### src/rtl/ahb_pkg.sv
// Shared AHB-Lite encodings and types for the single-master interconnect.
package ahb_pkg;

  localparam int DATA_W = 32;

  localparam logic [1:0] HTRANS_IDLE   = 2'b00;
  localparam logic [1:0] HTRANS_BUSY   = 2'b01;
  localparam logic [1:0] HTRANS_NONSEQ = 2'b10;
  localparam logic [1:0] HTRANS_SEQ    = 2'b11;

  localparam logic HRESP_OKAY  = 1'b0;
  localparam logic HRESP_ERROR = 1'b1;

  typedef enum logic [1:0] {
    DS_IDLE = 2'b00,
    DS_ERR1 = 2'b01,
    DS_ERR2 = 2'b10
  } def_state_e;

  typedef enum logic [1:0] {
    OWN_NONE = 2'b00,
    OWN_SLV  = 2'b01,
    OWN_DEF  = 2'b10
  } owner_e;

  function automatic logic is_active(input logic [1:0] htrans);
    return (htrans == HTRANS_NONSEQ) || (htrans == HTRANS_SEQ);
  endfunction

endpackage

### src/rtl/ahblite_default_slave.sv
// Built-in default slave: produces the two-cycle AHB ERROR response.
// Used both for unmapped addresses and for watchdog aborts of a hung slave.
module ahblite_default_slave
  import ahb_pkg::*;
(
  input  logic HCLK,
  input  logic HRESETn,
  input  logic start,
  input  logic HREADY,
  output logic HREADYOUT,
  output logic HRESP
);

  def_state_e r_state;
  def_state_e w_state_next;

  always_ff @(posedge HCLK or negedge HRESETn) begin
    if (!HRESETn) r_state <= DS_IDLE;
    else          r_state <= w_state_next;
  end

  always_comb begin
    w_state_next = r_state;
    HREADYOUT    = 1'b1;
    HRESP        = HRESP_OKAY;
    unique case (r_state)
      DS_IDLE: begin
        if (start) w_state_next = DS_ERR1;
      end
      DS_ERR1: begin
        HREADYOUT    = 1'b0;
        HRESP        = HRESP_ERROR;
        w_state_next = DS_ERR2;
      end
      DS_ERR2: begin
        HRESP = HRESP_ERROR;
        // a new unmapped access accepted in the final error cycle chains straight on
        w_state_next = (start && HREADY) ? DS_ERR1 : DS_IDLE;
      end
      default: w_state_next = DS_IDLE;
    endcase
  end

endmodule

### src/rtl/ahblite_bus_n.sv
// AHB-Lite single-master interconnect: address decode, data-phase return mux,
// default error slave and per-transfer stall watchdog.
module ahblite_bus_n
  import ahb_pkg::*;
#(
  parameter int NUM_SLAVES = 5,
  parameter int DEC_MSB    = 31,
  parameter int DEC_LSB    = 24,
  parameter logic [NUM_SLAVES*(DEC_MSB-DEC_LSB+1)-1:0] SLAVE_BASES =
    {8'h40, 8'h30, 8'h20, 8'h10, 8'h00},
  parameter int TIMEOUT    = 256
) (
  input  logic                         HCLK,
  input  logic                         HRESETn,
  input  logic [31:0]                  HADDR,
  input  logic [1:0]                   HTRANS,
  output logic                         HREADY,
  output logic [31:0]                  HRDATA,
  output logic                         HRESP,
  output logic [NUM_SLAVES-1:0]        HSEL_S,
  input  logic [NUM_SLAVES-1:0]        HREADY_S,
  input  logic [NUM_SLAVES*32-1:0]     HRDATA_S,
  input  logic [NUM_SLAVES-1:0]        HRESP_S,
  output logic                         to_flag,
  output logic [3:0]                   to_slave,
  input  logic                         to_clr
);

  localparam int FW = DEC_MSB - DEC_LSB + 1;
  localparam int CW = (TIMEOUT > 1) ? $clog2(TIMEOUT) : 1;

  owner_e          r_owner;
  logic [3:0]      r_idx;
  logic [CW-1:0]   r_wd_cnt;
  logic            r_to_flag;
  logic [3:0]      r_to_slave;

  logic [FW-1:0]         w_field;
  logic [NUM_SLAVES-1:0] w_match;
  logic [NUM_SLAVES-1:0] w_hsel;
  logic [3:0]            w_dec_idx;
  logic                  w_dec_hit;
  logic                  w_active;
  logic                  w_slv_ready;
  logic                  w_slv_resp;
  logic [DATA_W-1:0]     w_slv_rdata;
  logic                  w_def_ready;
  logic                  w_def_resp;
  logic                  w_def_start;
  logic                  w_stall;
  logic                  w_abort;
  logic                  w_unused;

  assign w_field  = HADDR[DEC_MSB:DEC_LSB];
  assign w_active = is_active(HTRANS);
  assign w_unused = ^HADDR;

  genvar gi;
  generate
    for (gi = 0; gi < NUM_SLAVES; gi++) begin : g_dec
      assign w_match[gi] = (w_field == SLAVE_BASES[gi*FW +: FW]);
    end
  endgenerate

  // descending scan so the lowest matching index ends up owning the select
  always_comb begin
    w_hsel    = '0;
    w_dec_idx = '0;
    w_dec_hit = 1'b0;
    for (int i = NUM_SLAVES - 1; i >= 0; i--) begin
      if (w_match[i]) begin
        w_hsel    = '0;
        w_hsel[i] = 1'b1;
        w_dec_idx = 4'(i);
        w_dec_hit = 1'b1;
      end
    end
  end

  assign HSEL_S = w_hsel;

  always_comb begin
    w_slv_ready = 1'b1;
    w_slv_resp  = HRESP_OKAY;
    w_slv_rdata = '0;
    for (int i = 0; i < NUM_SLAVES; i++) begin
      if (r_idx == 4'(i)) begin
        w_slv_ready = HREADY_S[i];
        w_slv_resp  = HRESP_S[i];
        w_slv_rdata = HRDATA_S[i*DATA_W +: DATA_W];
      end
    end
  end

  always_comb begin
    HREADY = 1'b1;
    HRESP  = HRESP_OKAY;
    HRDATA = '0;
    case (r_owner)
      OWN_SLV: begin
        HREADY = w_slv_ready;
        HRESP  = w_slv_resp;
        HRDATA = w_slv_rdata;
      end
      OWN_DEF: begin
        HREADY = w_def_ready;
        HRESP  = w_def_resp;
      end
      default: ;
    endcase
  end

  assign w_stall     = (r_owner == OWN_SLV) && !w_slv_ready;
  assign w_abort     = w_stall && (TIMEOUT != 0) && (r_wd_cnt == CW'(TIMEOUT - 1));
  assign w_def_start = (HREADY && w_active && !w_dec_hit) || w_abort;

  ahblite_default_slave u_def (
    .HCLK      (HCLK),
    .HRESETn   (HRESETn),
    .start     (w_def_start),
    .HREADY    (HREADY),
    .HREADYOUT (w_def_ready),
    .HRESP     (w_def_resp)
  );

  always_ff @(posedge HCLK or negedge HRESETn) begin
    if (!HRESETn) begin
      r_owner    <= OWN_NONE;
      r_idx      <= '0;
      r_wd_cnt   <= '0;
      r_to_flag  <= 1'b0;
      r_to_slave <= '0;
    end else begin
      if (w_abort) begin
        // the hung slave loses the data phase; the default slave finishes it
        r_owner  <= OWN_DEF;
        r_wd_cnt <= '0;
      end else if (HREADY) begin
        r_wd_cnt <= '0;
        if (w_dec_hit) begin
          r_owner <= OWN_SLV;
          r_idx   <= w_dec_idx;
        end else if (w_active) begin
          r_owner <= OWN_DEF;
        end else begin
          r_owner <= OWN_NONE;
        end
      end else if (w_stall && (TIMEOUT != 0)) begin
        r_wd_cnt <= r_wd_cnt + 1'b1;
      end

      if (w_abort) begin
        r_to_flag  <= 1'b1;
        r_to_slave <= r_idx;
      end else if (to_clr) begin
        r_to_flag <= 1'b0;
      end
    end
  end

  assign to_flag  = r_to_flag;
  assign to_slave = r_to_slave;

endmodule

### config.mk
export PLATFORM = sky130hd
export DESIGN_NAME = ahblite_bus_n
export DESIGN_NICKNAME = d
export VERILOG_FILES = /design/src/rtl/ahb_pkg.sv /design/src/rtl/ahblite_default_slave.sv /design/src/rtl/ahblite_bus_n.sv
export SDC_FILE = /design/constraint.sdc
export NUM_CORES = 1
export LEC_CHECK = 0
export CORE_AREA = 2 2 97 99
export DETAILED_ROUTE_END_ITERATION = 7
export DIE_AREA = 0 0 99 101
export PLACE_DENSITY = 0.77
export SLEW_MARGIN = 10
export SYNTH_ARGS = -nofsm -noshare
export SYNTH_HDL_FRONTEND = slang
export SYNTH_HIERARCHICAL = 1
export SYNTH_SLANG_ARGS = --single-unit
### constraint.sdc
create_clock -name HCLK -period 3.2 [get_ports HCLK]
set_clock_uncertainty 0.1 [all_clocks]
set_input_delay 0.32 -clock HCLK [delete_from_list [all_inputs] [get_ports HCLK]]
set_output_delay 0.32 -clock HCLK [all_outputs]
set_load 0.05 [all_outputs]
# [Word level (Yosys, flattened, before mapping)]
# Index checks and enable logic that the tools add are counted.
[word_totals] out_inout_bits=44 reg_bits=21 in_bits=207 wordCells=88 mem_bits_ro=0 latch_bits=0 mem_count=0 mem_bits_rw=0
[op_classes] magnitude_cmp=0 n_mux=47 multipliers=0 div=0 addsub=1 eq_ne=16 n_reduce_logical=17 shift=0 n_bitwise=1
[op_table] cell="32-bit two-way mux" count=6
[op_table] cell="5-bit two-way mux" count=5
[op_table] cell="8-bit two-way mux" count=3
[op_table] cell="1-bit two-way mux" count=20
[op_table] cell="8-bit by 6-bit == test with 1-bit output (second input constant)" count=2
[op_table] cell="4-bit two-way mux" count=4
[op_table] cell="2-bit two-way mux" count=5
[op_table] cell="8-bit by 1-bit adder with 8-bit output (second input constant)" count=1
[op_table] cell="2-bit == test (second input constant)" count=4
[op_table] cell="4-bit by 2-bit == test with 1-bit output (second input constant)" count=2
[op_table] cell="8-bit by 5-bit == test with 1-bit output (second input constant)" count=1
[op_table] cell="8-bit by 7-bit == test with 1-bit output (second input constant)" count=1
[op_table] cell="8-bit == test (second input constant)" count=1
[op_table] cell="8-bit zero test" count=1
[op_table] cell="2-bit case mux with 3 select lines" count=1
[op_table] cell="1-bit logical AND" count=5
[op_table] cell="2-bit by 1-bit == test with 1-bit output (second input constant)" count=2
[op_table] cell="4-bit by 1-bit == test with 1-bit output (second input constant)" count=1
[op_table] cell="4-bit by 3-bit == test with 1-bit output (second input constant)" count=1
[op_table] cell="4-bit zero test" count=1
[op_table] cell="1-bit case mux with 2 select lines" count=2
[op_table] cell="2-bit nonzero test" count=2
[op_table] cell="3-bit two-way mux" count=1
[op_table] cell="3-bit AND reduction" count=1
[op_table] cell="7 further kinds" count=9

# [Logic depth before layout (Yosys ltp)]
[logic_depth] depth_word=13 mapped_depth=11 ltp_nobuf=10

# [Hierarchy]
# Netlist, hierarchy kept.
[modules_own_cells] mod="ahblite_bus_n" area_each_um2=2301.0 instances=1 cells_per_inst=242
[modules_own_cells] mod="ahblite_default_slave" area_each_um2=163.9 instances=1 cells_per_inst=16

# [Least setup slack after synthesis]
# OpenSTA, ideal clock, no wires.
[synth_timing] kind="register to output" startpoint="register r_idx[0]" endpoint="output port HRDATA[10]" arrival_time_ps=1967 setup_slack_ps=813 stages_incl_launch_ff=6 cell_sequence="dfrtp_1 buf_2 nor3b_4 clkbuf_1 a22oi_1 nor2_1"
[synth_via] elab_chain_len=7
[synth_lines] item="start, declared" line_no="ahblite_bus_n.sv:33" source="logic [3:0] r_idx;"
[synth_lines] item="start signal, assigned" line_no="ahblite_bus_n.sv:142" source="r_idx <= w_dec_idx;"
[synth_lines] item="4-bit zero test" line_no="ahblite_bus_n.sv:87" source="if (r_idx == 4'(i)) begin"
[synth_lines] item="32-bit two-way mux (4 in series)" line_no="ahblite_bus_n.sv:87"
[synth_lines] item="32-bit two-way mux (*)" line_no="ahblite_bus_n.sv:87"
[synth_lines] item="32-bit two-way mux (*)" line_no="ahblite_bus_n.sv:99" source="case (r_owner)"
[synth_lines] item="end, declared" line_no="ahblite_bus_n.sv:18" source="output logic [31:0] HRDATA,"
# Mark *: on every way between the ends. The rest lies on a longest branch, timed or not.

# [Worst setup path after layout]
[layout_timing] startpoint="input port HADDR[25]" endpoint="output port HSEL_S[4]"
[layout_via] elab_chain_len=6
[layout_lines] item="start, declared" line_no="ahblite_bus_n.sv:15" source="input logic [31:0] HADDR,"
[layout_lines] item="8-bit by 7-bit == test with 1-bit output" line_no="ahblite_bus_n.sv:61" source="assign w_match[gi] = (w_field == SLAVE_BASES[gi*FW +: FW]);"
[layout_lines] item="5-bit two-way mux (4 in series)" line_no="ahblite_bus_n.sv:71" source="if (w_match[i]) begin"
[layout_lines] item="5-bit two-way mux (*)" line_no="ahblite_bus_n.sv:71"
[layout_lines] item="end, declared" line_no="ahblite_bus_n.sv:20" source="output logic [NUM_SLAVES-1:0] HSEL_S,"
# Marks and branches as above.

==> impl_metrics.toml <==
[outcome]
status = "complete, no violations"

[synth]
synth_cell_types = 45
synth_seq_cells = 19
synth.yosys.seq_area_share_pct = 19.29
synthArstFlopShare_pct = 100.0
yosys_most_used_dff = "dfrtp_1"
postSynthAreaPerCell_um2 = 9.554
ys_warn_count = 6
synth_cells = 258
syn_nets = 473
synth-edff-count = 0
netlist_area_um2 = 2465

[placement]
place_worst_setup_slack_ps = 402.5
dp_hpwl_um = 9382
portBuffers = 224
gp_congestion = 0.8704

[sta]
rsz0062_at_grt = "false"
worst_slack_ps = 389.0
fmax_ghz = 0.3557
slew_headroom_pct = 42.40
hold_ws_ps = 409.6
layout_min_cycle_time_ps = 2811
finalHoldViolCount = 0
maxSlewViolCount = 0
finalSetupViolations = 0
period_share_pct = 87.85
tightest_slew_ps = 861.3
tns_ps = 0

[finish]
final_common_cell = "clkdlybuf4s50_1"
synthToLayoutAreaGrowth_pct = 110.5
nFillCells = 744
final_nets = 686
layout_common_cells = "187 x clkdlybuf4s50_1, 43 x nor2_1, 35 x buf_12"
utilization_pct = 57.80
diodes = 0
multi_input_area_um2 = 1856
seq_area_um2 = 478.0
layout-drive-gt1-share_pct = 19.57

[worst_setup_path]
start_kind = "primary input"
r2r_slack_ps = 510
cp-end-kind = "output port"
path_class = "primary input to output port"
arrival_ps = 2390
worstRegToRegCells = 7
required_ps = 2780
crit_fanout = 4

[power_and_ir_drop]
pwr-share-clk_pct = 6.2
sw_frac_of_total_pct = 47.36
power_frac_comb_pct = 80.3
vdd_drop_max_v = 0.0002408
leakage_nw = 1.970
finalPower_mw = 2.874
p_per_area_nw_per_um2 = 553.9
p_int_mw = 1.513
p_sw_mw = 1.361
seqPwrFrac_pct = 13.5

[routing]
wirelength_um = 11340
vias = 3113
ant_nets = 0
post_drt_wl_per_cell_um = 19.52
drt-initial-drc-count = 206
via_per_inst = 5.358
drc = 0
firstDrtPassIters = 5

[clock_network]
clkTransAtPathRegs_ps = 80
clkLatencyLatePin_ps = 270
cts_tree = "built"
cts.sinks = 19
root_buffer = "clkbuf_8"
cts_buffers = 3
cts.htree.levels = 1
cts_setup_buffers = 0
cts.repair.resized = 0
hold_buffers = 0
clockBufferDepth = 2

[grt]
grt_pass1_vias = 3269
grt_max_degree = 25
grt_overflow_total = 0
grt_pass1_wl_um = 16700
antenna_found_initial = 0
track_usage_pct = 21.12

[min_path]
hold_path.class = "register to register"
min_delay_path_depth = 2

[floorplan]
dieArea_um2 = 9999
ios = 251
die_x_um = 99
rows = 35
core_area_um2 = 8977
initial_utilization_pct = 27.46
die_h_um = 101

[run]
drv_cap = 0
## state kept, by name, summed over array words and instances (netlist names)
name / flops
r_wd_cnt: 8
r_idx: 3
to_slave: 3
r_owner: 2
u_def/r_state: 2
to_flag: 1
## synthesized netlist by cell type (all sizes together) (4+ instances only)
| master | n | area share, % |
|---|---|---|
| nor2 | 43 | 6.5 |
| mux4 | 33 | 30 |
| a22oi | 32 | 9.7 |
| dfrtp | 19 | 19 |
| clkbuf | 14 | 2.1 |
| nand2 | 14 | 2.1 |
| o21ai | 12 | 2.9 |
| inv | 10 | 1.5 |
| a21oi | 9 | 1.8 |
| buf | 8 | 1.8 |
| ha | 8 | 4.1 |
| nor3 | 7 | 1.4 |
| o31ai | 5 | 2.1 |
| nand3 | 4 | 0.81 |
## power groups by stage
stage / registers (mW) / logic [mW] / clock network [mW]
final: 0.389 / 2.31 / 0.178
after global routing: 0.400 / 2.47 / 0.196
after CTS: 0.390 / 2.32 / 0.183
after detailed placement: 0.395 / 2.31 / 0
after global placement: 0.390 / 2.26 / 0
after floorplan: 0.307 / 1.55 / 0
## final timing paths
check | from | endpoint
max | HADDR[25] | HSEL_S[4]
min | to_slave[2] | to_slave[2]
max reg2reg | r_idx[0] | u_def/r_state[0]
min reg2reg | to_slave[2] | to_slave[2]
max in group asynchronous | HRESETn | r_idx[0]
min in group asynchronous | HRESETn | r_owner[1]
## area by class of cell
class | count | area share [%]
clock buffer | 3 | 0.7958
clock inverter | 1 | 0.09646
inverter | 10 | 0.7234
multi-input combinational | 207 | 35.76
sequential | 19 | 9.211
tap | 111 | 2.677
timing repair buffer | 230 | 50.74
## through the flow
stage	cell area, µm²	std cells
after global routing	5189	581
after global placement	5142	577
after CTS	5189	581
after detailed placement	5142	577
after floorplan	2465	258
final	5189	581
## cell families (layout without fill, tap and decap cells)
logic type      count (synthesis)  count (layout)  synth area share [%]
fa+ha+maj                       8               8                 4.061
mux                            36              36                 31.47
flops                          19              19                 19.29
other cells                     1               1                0.1521
buf+inv                        32             244                 5.431
compound gates                 74              74                 22.13
simple gates                   85              85                 16.40
xor+xnor                        3               3                 1.066
## routing by layer
metal / GRT usage, % / routed length, µm / vias to the layer above
met3: 4.369 / 946 / 19
met1: 25.34 / 4232 / 1486
met4: 5.479 / 213 / 0
met5: 0 / 0 / -
met2: 38.41 / 5951 / 172
li1: - / - / 1436
## critical path, cell delays in order
cell and delay (ps):
clkdlybuf4s50_1 400, nor4_1 360, nand2b_1 170, nor3_1 280, clkdlybuf4s50_1 860
Note: power is estimated with default switching activity, not from simulation.
==> variant: new RTL, config.mk and constraints unchanged <==
The parameter `DEC_LSB` goes from 24 to 12.
--- a/src/rtl/ahblite_bus_n.sv
+++ b/src/rtl/ahblite_bus_n.sv
@@ -6,5 +6,5 @@
   parameter int NUM_SLAVES = 5,
   parameter int DEC_MSB    = 31,
-  parameter int DEC_LSB    = 24,
+  parameter int DEC_LSB    = 12,
   parameter logic [NUM_SLAVES*(DEC_MSB-DEC_LSB+1)-1:0] SLAVE_BASES =
     {8'h40, 8'h30, 8'h20, 8'h10, 8'h00},
Function: changed (Yosys sat finds a counterexample within 4 cycles, from zero or initial values and one cycle with HRESETn low).
==> variant against the unedited design <==
- first-iteration DRC count fell by 69%
- sequential cell count fell by 2
- register-to-register slack improved by 0.12 ns
- critical endpoint is now HSEL_S[1]
- routed wire length fell by 26%
- highest routed layer is now met5
- sequential share of layout area rose by 0.97 points
- final area fell by 19%
- setup slack improved by 0.035 ns
- area after synthesis fell by 13%
- maximum frequency rose by 1.2%
Power is not compared: it rests on default switching activity, and its combinational part moved more than twofold at a synthesized area within 25%.
==> variant: results <==
group,metric,value,unit
status,outcome,"finished, final reports clean",
layout,top_register,"r_wd_cnt",
placement,dp_hpwl,7310,µm
grt,grt_start_max_net_pins,29,
grt,grtUsageTotal,16.1,%
timing,fin_hold_ws,0.410,ns
grt,antenna_found_initial,1,
critical_path,max_stage_delay,0.83,ns
cts,clock_path_buffers,2,
cts,cts_made_buffers,3,
synthesis,synth-async-reset-ratio,100,%
cts,cts_setup_buffers,0,
cts,root_buffer,"clkbuf_8",
critical_path,path_max_fanout,7,
critical_path,r2r_start,"r_idx[0]",
timing,tightestPinTransition,0.759,ns
critical_path,cp_slowest_cell,"clkdlybuf4s50_1",
synthesis,synth_flop_cell,"dfrtp_1",
route,finalWirelength,8410,µm
critical_path,r2r_slack,0.63,ns
grt,grt_pass1_vias,2587,
cts,clock_latency,0.26,ns
layout,antennaDiodeCount,0,
synthesis,syn_inst,200,
synthesis,synthTopCellsByArea,"mux4_2 (35%), dfrtp_1 (20%), and2_1 (9.7%)",
pwr,ir_drop,0.000153,V
pwr,p_leak,1.60,nW
synthesis,yosysSeqAreaShare,19.9,%
placement,place_ws,0.396,ns
route,vias,2471,
critical_path,reg2reg_to,"u_def/r_state[0]",
cts,path_clk_slew,0.06,ns
critical_path,arrival,2.36,ns
layout,drive_gt1_share,19.6,%
synthesis,synthTopCellsByCount,"and2_1 (33), mux4_2 (33), dfrtp_1 (17), nand2_1 (12)",
placement,place_area,0.00415,mm²
synthesis,yosysWarnings,6,
placement,gp_congestion,0.823,
layout,nets,609,
critical_path,reg2reg_depth,7,
placement,numPortBuffers,199,
grt,grt_pass1_wl,12800,µm
synthesis,synthDistinctLibCells,46,
cts,cts.repair.resized,0,
layout,largest_register_ffs,8,
route,drt_iter0_drc,63,
route,first_pass_iters,4,
placement,place_inst,500,
layout,instances_no_fill,504,
cts,h-tree-depth,1,
worst_hold_path,min_path_type,"primary input to asynchronous set/reset pin",
==> variant: how the worst max path moves through the flow <==
| stage | startpoint | to | slack (ns) | depth (start not counted) |
|---|---|---|---|---|
| after global placement | HADDR[17] | HSEL_S[1] | 0.43 | 5 |
| after detailed placement | HADDR[16] | HSEL_S[1] | 0.40 | 5 |
| after CTS | HADDR[16] | HSEL_S[1] | 0.40 | 5 |
| final | HADDR[16] | HSEL_S[1] | 0.42 | 5 |
| after floorplan | HADDR[17] | r_idx[1] | 0.74 | 4 |
| after global routing | HADDR[16] | HSEL_S[1] | 0.31 | 5 |
==> variant: worst max-delay path, delay by kind of cell <==
kind,cells,cell delay [ns]
buf+inv,2,1.25
simple gates,3,0.79
==> variant: logic make-up (layout without fill, tap and decap cells) <==
group | Yosys count | in the layout | share of synthesized area [%]
other cells | 1 | 4 | 0.176
flops | 17 | 17 | 19.9
mux | 36 | 36 | 37.4
simple gates | 79 | 79 | 21.3
xor+xnor | 1 | 1 | 0.410
fa+ha+maj | 8 | 8 | 4.69
buf+inv | 25 | 215 | 5.62
compound gates | 33 | 33 | 10.4
==> variant: metal layers <==
layer  global-route usage, %  part of all wire, %
met2                    29.5                   56
met1                    18.4                   35
met5                       0                 0.15
met3                    3.81                  7.4
met4                    5.16                  1.9
==> variant: where the power goes <==
group	internal, mW	total (mW)	switching, mW
sequential	0.232	0.245	0.0135
clock	0.0885	0.162	0.0731
combinational	0.293	0.507	0.213
==> variant: metrics by stage <==
stage,total power [mW],utilization (%)
after CTS,0.921,46.7
after floorplan,0.477,-
after global routing,0.976,46.7
after detailed placement,0.756,46.2
after global placement,0.743,46.2
final,0.913,46.7
==> variant: area by class of cell <==
cell class,instances,area [µm²]
Fill cell,811,4790
Clock buffer,4,45.0
Inverter,8,30.0
Sequential cell,17,427
Tap cell,111,139
Timing Repair Buffer,203,1950
Multi-Input combinational cell,161,1600
